`src/rtl/fcvt_ws_result_stage.sv`:
```
// FCVT.W.S result stage: derives NV/NX, forces NaN/overflow results and
// buffers entries in a small FIFO toward integer writeback.
module fcvt_ws_result_stage #(
  parameter int unsigned DEPTH = 2,
  parameter int unsigned TAG_W = 5
) (
  input  logic             clk,
  input  logic             reset,
  input  logic             flush,
  input  logic             in_valid,
  output logic             in_ready,
  input  logic [31:0]      float_in,
  input  logic [2:0]       rm,
  input  logic [31:0]      conv_result,
  input  logic [TAG_W-1:0] in_tag,
  output logic             out_valid,
  input  logic             out_ready,
  output logic [31:0]      out_result,
  output logic [TAG_W-1:0] out_tag,
  output logic [4:0]       out_fflags
);

  localparam int unsigned PTR_W = $clog2(DEPTH);
  localparam int unsigned CNT_W = $clog2(DEPTH + 1);
  localparam logic [CNT_W-1:0] FULL = CNT_W'(DEPTH);

  logic             sign;
  logic [7:0]       exp_f;
  logic [22:0]      man;
  logic [22:0]      frac_mask;
  logic [31:0]      sat;
  logic             nv;
  logic             nx;
  logic [31:0]      res;

  logic [31:0]      res_q [DEPTH];
  logic [TAG_W-1:0] tag_q [DEPTH];
  logic [4:0]       flg_q [DEPTH];
  logic [PTR_W-1:0] wptr_q, wptr_d;
  logic [PTR_W-1:0] rptr_q, rptr_d;
  logic [CNT_W-1:0] count_q, count_d;
  logic             push;
  logic             pop;

  // The converter has already applied the rounding mode; flags depend only on the operand.
  logic unused_rm;
  assign unused_rm = ^rm;

  assign sign  = float_in[31];
  assign exp_f = float_in[30:23];
  assign man   = float_in[22:0];

  always_comb begin
    nv        = 1'b0;
    nx        = 1'b0;
    res       = conv_result;
    frac_mask = '0;
    sat       = sign ? 32'h8000_0000 : 32'h7FFF_FFFF;
    if (exp_f == 8'hFF) begin
      nv  = 1'b1;
      res = (man != '0) ? 32'h7FFF_FFFF : sat;
    end else if (exp_f >= 8'd158) begin
      if (sign && exp_f == 8'd158 && man == '0) begin
        res = 32'h8000_0000;
      end else begin
        nv  = 1'b1;
        res = sat;
      end
    end else if (exp_f == '0 && man == '0) begin
      res = '0;
    end else if (exp_f < 8'd127) begin
      nx = 1'b1;
    end else if (exp_f < 8'd150) begin
      // Mantissa bits below the binary point are m[149-e:0].
      frac_mask = 23'((24'd1 << (8'd150 - exp_f)) - 24'd1);
      nx        = |(man & frac_mask);
    end
  end

  assign in_ready  = (count_q != FULL);
  assign out_valid = (count_q != '0);
  assign push      = in_valid && in_ready && !flush;
  assign pop       = out_valid && out_ready && !flush;

  assign out_result = out_valid ? res_q[rptr_q] : '0;
  assign out_tag    = out_valid ? tag_q[rptr_q] : '0;
  assign out_fflags = out_valid ? flg_q[rptr_q] : '0;

  always_comb begin
    wptr_d  = wptr_q;
    rptr_d  = rptr_q;
    count_d = count_q;
    if (flush) begin
      wptr_d  = '0;
      rptr_d  = '0;
      count_d = '0;
    end else begin
      if (push) wptr_d = wptr_q + PTR_W'(1);
      if (pop)  rptr_d = rptr_q + PTR_W'(1);
      case ({push, pop})
        2'b10:   count_d = count_q + CNT_W'(1);
        2'b01:   count_d = count_q - CNT_W'(1);
        default: count_d = count_q;
      endcase
    end
  end

  always_ff @(posedge clk) begin
    if (reset) begin
      wptr_q  <= '0;
      rptr_q  <= '0;
      count_q <= '0;
      for (int unsigned i = 0; i < DEPTH; i++) begin
        res_q[i] <= '0;
        tag_q[i] <= '0;
        flg_q[i] <= '0;
      end
    end else begin
      wptr_q  <= wptr_d;
      rptr_q  <= rptr_d;
      count_q <= count_d;
      if (push) begin
        res_q[wptr_q] <= res;
        tag_q[wptr_q] <= in_tag;
        flg_q[wptr_q] <= {nv, 3'b000, nx};
      end
    end
  end

endmodule

```
`config.mk`:
```
export PLATFORM = sky130hd
export DESIGN_NAME = fcvt_ws_result_stage
export DESIGN_NICKNAME = d
export VERILOG_FILES = /design/src/rtl/fcvt_ws_result_stage.sv
export SDC_FILE = /design/constraint.sdc
export NUM_CORES = 1
export LEC_CHECK = 0
export CORE_MARGIN = 3
export CORE_UTILIZATION = 40
export CTS_CLUSTER_DIAMETER = 150
export CTS_CLUSTER_SIZE = 24
export DETAILED_ROUTE_END_ITERATION = 16
export PLACE_DENSITY = 0.66
export SETUP_SLACK_MARGIN = 0.02
export SYNTH_ARGS = -nofsm -noshare
export SYNTH_HDL_FRONTEND = slang
export SYNTH_SLANG_ARGS = --single-unit
```
`constraint.sdc`:
```
create_clock -name clk -period 3.8 [get_ports clk]
set_clock_uncertainty 0.15 [all_clocks]
set_input_delay 0.38 -clock clk [delete_from_list [all_inputs] [get_ports clk]]
set_output_delay 0.38 -clock clk [all_outputs]
set_load 0.03 [all_outputs]
```
==> results of run 1 <==
## power by group through the flow
stage / clock (mW) / sequential, mW / combinational (mW)
after detailed placement: 0 / 1.08 / 0.422
after CTS: 0.993 / 1.06 / 0.426
final: 0.974 / 1.06 / 0.433
after floorplan: 0 / 1.08 / 0.231
after global routing: 1.03 / 1.07 / 0.470
after global placement: 0 / 1.08 / 0.419
## Yosys cell counts, types with 6 or more instances
master / n
mux2i_1: 41
nor2_1: 140
buf_2: 8
nand2_1: 23
nor3_1: 12
o21ai_0: 11
edfxtp_1: 78
ha_1: 6
a21oi_1: 35
inv_1: 15
nor2b_1: 6
clkbuf_1: 26
nand3_1: 13
nand4_1: 6
## per-stage QoR
step / power (mW) / cells
floorplan: 1.31 / 538
global placement: 1.50 / 823
detailed placement: 1.50 / 823
CTS: 2.48 / 840
global route: 2.57 / 843
finish: 2.47 / 843
## area by class of cell
| class | count | area [um2] |
|---|---|---|
| Sequential cell | 83 | 2440 |
| Clock buffer | 11 | 233 |
| Multi-Input combinational cell | 394 | 2410 |
| Timing Repair Buffer | 167 | 1580 |
| Inverter | 15 | 56.3 |
| Tap cell | 168 | 210 |
| Fill cell | 1071 | 5120 |
| Clock inverter | 5 | 101 |
## sequential cells by signal (all words and copies together) (netlist names), named ones only
register  count
count_q       2
flg_q         4
rptr_q        1
wptr_q        1
tag_q        10
res_q        64
## worst max path at each step
stage,cells past startpoint,slack [ns],to
after floorplan,17,0.19,flg_q[0][0]
after global placement,17,-0.25,flg_q[0][0]
after detailed placement,17,-0.36,flg_q[0][0]
after CTS,17,0.03,flg_q[0][0]
after global routing,15,0.007,flg_q[0][0]
final,15,0.30,flg_q[0][0]
## critical path: cells and delay by family
kind,cells,cell delay (ns)
simple gates,6,0.97
fa+ha+maj,1,0.21
buf+inv,1,0.55
compound gates,7,1.32
## cell families after synthesis
| family | synth area share (%) |
|---|---|
| compound gates | 13.6 |
| flops | 48.3 |
| other cells | 0.0742 |
| fa+ha+maj | 1.49 |
| buf+inv | 5.35 |
| xor+xnor | 1.39 |
| simple gates | 21.2 |
| mux | 8.57 |
## per-layer routing
| metal | vias up | GRT usage, % | share of wire, % |
|---|---|---|---|
| li1 | 2169 | - | - |
| met1 | 2130 | 24.2 | 42 |
| met2 | 160 | 34.8 | 50 |
| met3 | 13 | 3.68 | 6.5 |
| met4 | 0 | 6.81 | 1.5 |
| met5 | - | 0 | 0 |
## what timing repair did
action | CTS | global route
buffers inserted | 1 | 3
setup endpoints to repair | 2 | 2
gates resized for setup | 1 | 18
pin swaps | 1 | 13
==> metrics.txt, run 1 <==
DP Worst Slack -0.362 ns; Distinct cells, synth 71; fin crit share 92.2%; status finished, final reports clean; Die Area around 14000 um2; Rel. slew slack 27.6%; CTS tree done; crit-path max FO 5; Lkg Pwr 2.52 nW; clock root buffer clkbuf_16; largest cells by area after synthesis edfxtp_1 46%, nor2_1 10%, mux2i_1 8.1%, a21oi_1 3.5%, dfxtp_1 2.0%; unrepaired setup endpoints after global routing false; post-synthesis sequential area ratio around half; Sequential Power Share 43.0%; Synth Register Bits 83; final core utilization 57.9%; I/O Buffers between 100 and 150; Worst Hold Depth 2; worst-margin pin slew around 1.1 ns; Crit path top cell by count o221ai_2; largest net degree at the start of global routing a little over 40; Max IR drop VDD 0.000351 V; Avg Cell Area, Syn 9.43 um2; number of global-route vias before repair around 4600; Hold Fails Final Rpt 0; die span in x 118 um; number of synthesized flops with an enable pin 78; most common cell after layout, fill and taps aside nor2_1; P_sw 0.584 mW; crit path DAT roughly 3.4 ns; antenna viol nets, final 0; hold_sp rptr_q; Initial Util 41.6%; asr flop ratio synth 0%; Max Clock Freq 0.286 GHz; r2r setup slk 1.20 ns; first-pass GRT wire length between 20000 and 25000 um; core area 12200 um2; Post-route DRC 0; Row Count 40; Setup Total Neg Slack 0 ns; PwrDens 351 nW/um2; # hold bufs at CTS 0; detailed placement HPWL 9410 um; Die Y-Extent 118 um; Final Setup Violations 0; clk buf depth 2; WHS just over 0.4 ns; top_reg_cell synth edfxtp_1; Reg-to-Reg End res_q[0][30]; Largest stage delay, worst path 0.55 ns; Skew-Pair Late Insertion Delay 0.33 ns; Synth Instances 536; Setup WS post-layout 0.298 ns; mapped cell area 5050 um2; Worst R2R Start count_q[0]; GR Overflow Total 0; Critical Path End Type flop; I/O pin cnt roughly 120; Antenna diodes 0; Synth top area share between 40% and 50%; CTS sink count 83; P_int 1.89 mW; routed vias 4472; CP Cell Sequence clkdlybuf4s50_1 > nor4_4 > o221ai_2 > nor2_2 > nand3_1 > ha_2 > a31oi_1 > nor2_1 > a311oi_1 > a2bb2oi_1 > o221ai_2 > a2111oi_4 > and2_1 > and2_4 > o21ai_2; Post-DP Area approximately 6600 um2; number of H-tree levels 3; initial detailed-routing violation count about 370; Area Overhead vs Synth 39.3%; cell accounting for the most synthesized area edfxtp_1; WL/cell 16.4 um; max-capacitance violation count 0; R2R depth 6; Crit-path slowest cell clkdlybuf4s50_1; most frequent cells in the layout 137 x nor2_1, 109 x clkdlybuf4s50_1, 78 x edfxtp_1, 48 x buf_4, 41 x mux2i_1; Critical Path RT approximately 3.7 ns; crit path from float_in[29]; Final Cell Area 7040 um2; Routability Congestion 0.903; Critical Path Start Type input port; final wirelength 13800 um; Worst Hold Class flop to flop; CTS Buf Count 9; CTS clock-pin slew for the worst setup and hold paths ~0.06 ns; Slew Viols, Final 0; initial antenna violation count 0; Clock power frac 39.4%; share of cells above drive strength 1 14.7%; min cycle time layout between 3 and 4 ns; GRT Overall Usage 19.7%; combinational share of power 17.5%; Setup CP Type input port to flop; DR vias/cell 5.30; Syn. warnings 0; Pre-Repair DR Iteration Count 4; Sw Share 23.7%; NumNets Final approximately 750
Power figures use the tool's default switching activity.
==> inputs of run 2 (changes only) <==
- CORE_UTILIZATION: 40 -> 46
- PLACE_DENSITY: 0.66 -> 0.75
==> metrics.txt, run 2 (synthesis gave the netlist of run 1 again) <==
CTS tree done; initial detailed-routing violation count 296; Die Y-Extent 111 um; unrepaired setup endpoints after global routing false; multi-input logic area between 2000 and 2500 um2; Critical Path Start Type input port; Initial Util 48.1%; GR Overflow Total 0; routed vias between 4000 and 5000; Area Overhead vs Synth 33.4%; Critical Path RT 3.75 ns; Max Clock Freq 0.282 GHz; crit path DAT 3.49 ns; combinational share of power 21.1%; Clock power frac 26.2%; most frequent cells in the layout 137 x nor2_1, 112 x clkdlybuf4s50_1, 78 x edfxtp_1, 43 x buf_4, 41 x mux2i_1; final core utilization between 60% and 70%; detailed placement HPWL roughly 9400 um; Largest stage delay, worst path 0.42 ns; most common cell after layout, fill and taps aside nor2_1; initial antenna violation count 0; Worst R2R Start count_q[0]; CP Cell Sequence clkdlybuf4s50_1 > buf_4 > a211o_1 > nand2_2 > a32oi_2 > nor2_2 > nand3_1 > ha_2 > a31oi_1 > nor2_1 > a311oi_1 > a2bb2oi_1 > o221ai_2 > a2111oi_4 > and2_1 > and2_4 > o21ai_2; clock root buffer clkbuf_8; Max IR drop VDD 0.000153 V; first-pass GRT wire length 21900 um; Sequential Power Share 52.7%; Crit-path slowest cell clkdlybuf4s50_1; WL/cell 16.5 um; Critical Path End Type flop; Top Registers res_q (64), tag_q (10), flg_q (4); Final Setup Violations 0; DR vias/cell approximately 5.5; Die Area between 10000 and 15000 um2; I/O pin cnt 121; r2r setup slk 1.32 ns; Sw Share about a quarter; Rel. slew slack 17.5%; Hold Fails Final Rpt 0; number of flip-flops under the largest register name between 60 and 70; Reg area 2440 um2; Setup Total Neg Slack 0 ns; CTS sink count 83; share of cells above drive strength 1 13.6%; Setup CP Type input port to flop; core area ~11000 um2; final wirelength 13300 um; Slew Viols, Final 0; Row Count 37; CTS Buf Count 9; GRT Overall Usage 21.7%; P_int between 1 and 1.5 mW; Final Cell Area a little under 7000 um2; number of global-route vias before repair between 4000 and 5000; PwrDens approximately 300 nW/um2; Worst Hold Depth 2; P_sw around 0.54 mW; I/O Buffers between 100 and 150; largest net degree at the start of global routing 41; max-capacitance violation count 0; die span in x 111 um; clk buf depth 2; NumNets Final 747; Pre-Repair DR Iteration Count 4; Filler cells 898; Post-DP Area 6540 um2; CTS clock-pin slew for the worst setup and hold paths 0.07 ns; Lkg Pwr 2.37 nW; worst-margin pin slew 1.24 ns; Post-route DRC 0; fin crit share 93.2%; number of H-tree levels 3; Worst Hold Class flop to flop; min cycle time layout 3.54 ns; Top reg by flops res_q; crit-path max FO 6; Antenna diodes 0; status finished, final reports clean; Routability Congestion 0.858; crit path from float_in[26]; Skew-Pair Late Insertion Delay around 0.34 ns; antenna viol nets, final 0; R2R depth 6; hold_sp rptr_q
run 2: cell type report:
| class | instances | share of cell area (%) |
|---|---|---|
| well taps | 136 | 2.52 |
| clock buffers | 13 | 2.06 |
| multi-input cells | 394 | 35.5 |
| clock inverters | 3 | 0.223 |
| repair buffers | 161 | 22.6 |
| inverters | 15 | 0.835 |
| flip-flops and latches | 83 | 36.2 |
run 2: per-stage QoR:
step                      power [mW]  setup WS, ns  hold WS [ns]  instances
after floorplan                 1.31         0.189         0.370        538
after detailed placement        1.50        -0.359         0.425        788
after CTS                       2.01        0.0202         0.440        805
after global placement          1.49        -0.242         0.384        788
after global routing            2.10        0.0278         0.478        805
final                           2.01         0.258         0.441        805
run 2: timing repair:
item	CTS	global route
buffers inserted	1	0
hold buffers	0	0
gates resized for setup	0	12
setup endpoints to repair	2	2
pin swaps	1	11
run 2: power groups by stage:
stage | registers, mW | clock network, mW | logic (mW)
after floorplan | 1.08 | 0 | 0.231
after global placement | 1.08 | 0 | 0.414
after detailed placement | 1.08 | 0 | 0.418
after CTS | 1.06 | 0.533 | 0.421
after global routing | 1.07 | 0.575 | 0.464
final | 1.06 | 0.527 | 0.426
run 2: worst max-delay path: cells and delay by family:
family	cells	cell delay, ns
buffers and inverters	2	0.58
AOI/OAI and AO/OA	8	1.57
and+or+nand+nor	6	0.76
adders and majority gates	1	0.22
run 2: metal layers:
layer	track usage, %	up-vias	part of all wire [%]
li1	-	2162	-
met1	28.3	2126	43
met2	37.9	138	51
met3	2.13	19	4.8
met4	7.06	0	1.4
met5	0	-	0
run 2: path summary, 6_finish.rpt:
check	to
worst min register to register	rptr_q
worst max-delay path	flg_q[0][0]
worst min-delay path	rptr_q
worst max register to register	res_q[0][16]
==> inputs of run 3 (changes only) <==
- CAP_MARGIN: default -> 20
==> metrics.txt, run 3 (synthesis gave the netlist of run 1 again) <==
Routability Congestion 0.858; Critical Path RT approximately 3.8 ns; min cycle time layout ~3.6 ns; WL/cell about 17 um; most frequent cells in the layout 137 x nor2_1, 112 x clkdlybuf4s50_1, 78 x edfxtp_1, 46 x buf_4, 41 x mux2i_1; Setup CP Type input port to flop; Setup Total Neg Slack 0 ns; Die Y-Extent 111 um; Top Registers res_q (64), tag_q (10), flg_q (4); Critical Path End Type flop; initial antenna violation count 0; Lkg Pwr 2.41 nW; I/O Buffers 114; GR Overflow Total 0; Hold Fails Final Rpt 0; die span in x 111 um; DR vias/cell about 5.6; crit path DAT roughly 3.5 ns; initial detailed-routing violation count 327; metal3 WL 874 um; most common cell after layout, fill and taps aside nor2_1; Die Area 12300 um2; NumNets Final 749; CTS tree done; routed vias about 4500; Row Count 37; Area Overhead vs Synth 34.9%; PwrDens 313 nW/um2; clock root buffer clkbuf_8; max-capacitance violation count 0; Skew-Pair Late Insertion Delay 0.36 ns; Antenna diodes 0; Final Setup Violations 0; number of global-route vias before repair about 4400; CTS clock-pin slew for the worst setup and hold paths 0.07 ns; GRT Overall Usage 21.9%; Final Power 2.14 mW; number of H-tree levels 3; Post-DP Area 6570 um2; antenna viol nets, final 0; Met2 Routed Length 6810 um; worst-margin pin slew approximately 1.1 ns; Hold Crit Endpoint rptr_q; R2R depth 6; unrepaired setup endpoints after global routing false; Worst Hold Depth 2; Slew Viols, Final 0; Final Cell Area 6820 um2; largest net degree at the start of global routing 41; detailed placement HPWL 9470 um; hold_sp rptr_q; Post-route DRC 0; Top reg by flops res_q; first-pass GRT wire length between 20000 and 25000 um; final core utilization 64.9%; uppermost layer routed met4; CTS Buf Count 9; Worst Hold Class flop to flop; CTS sink count 83; Worst R2R Start count_q[0]; Filler cells 874; met1 wire length roughly 5600 um; r2r setup slk approximately 1.3 ns; Rel. slew slack between 20 and 30%; I/O pin cnt 121; status finished, final reports clean; Max Clock Freq 0.280 GHz; # hold bufs at CTS 0; Reg-to-Reg End res_q[0][28]; core area 10500 um2; share of cells above drive strength 1 14.0%; Max IR drop VDD 0.000212 V; clk buf depth 2; fin crit share a little over nine tenths; number of flip-flops under the largest register name 64; Critical Path Start Type input port; Pre-Repair DR Iteration Count 8; final wirelength around 13000 um; Initial Util 48.1%; crit-path max FO 8
[run 3: cell count changes in the layout (fill, tap and decap cells not counted)]
cell       change
bufinv_16      +1
buf_6          -2
buf_16         +1
clkbuf_1       -1
clkinv_2       -2
buf_4          +3
clkbuf_8       +2
[run 3: cell type report]
| class | instances | area (um2) | share of cell area [%] |
|---|---|---|---|
| Sequential cell | 83 | 2440 | 35.9 |
| Clock inverter | 2 | 35.0 | 0.514 |
| Multi-Input combinational cell | 394 | 2400 | 35.2 |
| Tap cell | 136 | 170 | 2.50 |
| Clock buffer | 14 | 163 | 2.39 |
| Timing Repair Buffer | 163 | 1550 | 22.7 |
| Inverter | 15 | 56.3 | 0.826 |
[run 3: power by group]
group,switching [mW],internal (mW)
combinational,0.233,0.196
sequential,0.0144,1.05
clock,0.307,0.340
total,0.554,1.58
[run 3: metrics by stage]
| step | instances | hold slack, ns | setup slack, ns |
|---|---|---|---|
| after detailed placement | 789 | 0.426 | -0.349 |
| after global placement | 788 | 0.384 | -0.242 |
| after CTS | 805 | 0.444 | 0.0412 |
| final | 807 | 0.453 | 0.232 |
| after global routing | 807 | 0.482 | 0.0276 |
| after floorplan | 538 | 0.370 | 0.189 |
[run 3: how the worst max path moves through the flow]
stage	startpoint	to	cells after the start	slack, ns
detailed placement	float_in[23]	flg_q[0][0]	17	-0.35
CTS	float_in[23]	flg_q[0][0]	17	0.04
global route	float_in[27]	flg_q[1][0]	17	0.03
floorplan	float_in[23]	flg_q[0][0]	17	0.19
global placement	float_in[23]	flg_q[1][0]	17	-0.24
finish	float_in[27]	flg_q[0][0]	17	0.23
[run 3: metal layers]
layer  vias to the layer above  GRT usage [%]
met5                         -              0
met4                         0           5.91
met3                        17           4.48
met2                       169           38.6
met1                      2145           27.3
li1                       2167              -
[run 3: critical path, stage by stage]
cell	delay (ns)
clkdlybuf4s50_1	0.47
buf_4	0.16
nand2_2	0.09
nor4_2	0.24
o221ai_2	0.16
nor2_2	0.17
nand3_1	0.10
ha_2	0.22
a31oi_1	0.16
nor2_1	0.05
a311oi_1	0.22
a2bb2oi_1	0.23
o221ai_2	0.13
a2111oi_4	0.37
and2_1	0.17
and2_4	0.15
o21ai_2	0.05
[run 3: what timing repair did]
item                                    4_1_cts  5_1_grt
resized for setup                             0       10
buffers inserted                              0        2
endpoints found under the setup margin        0        2
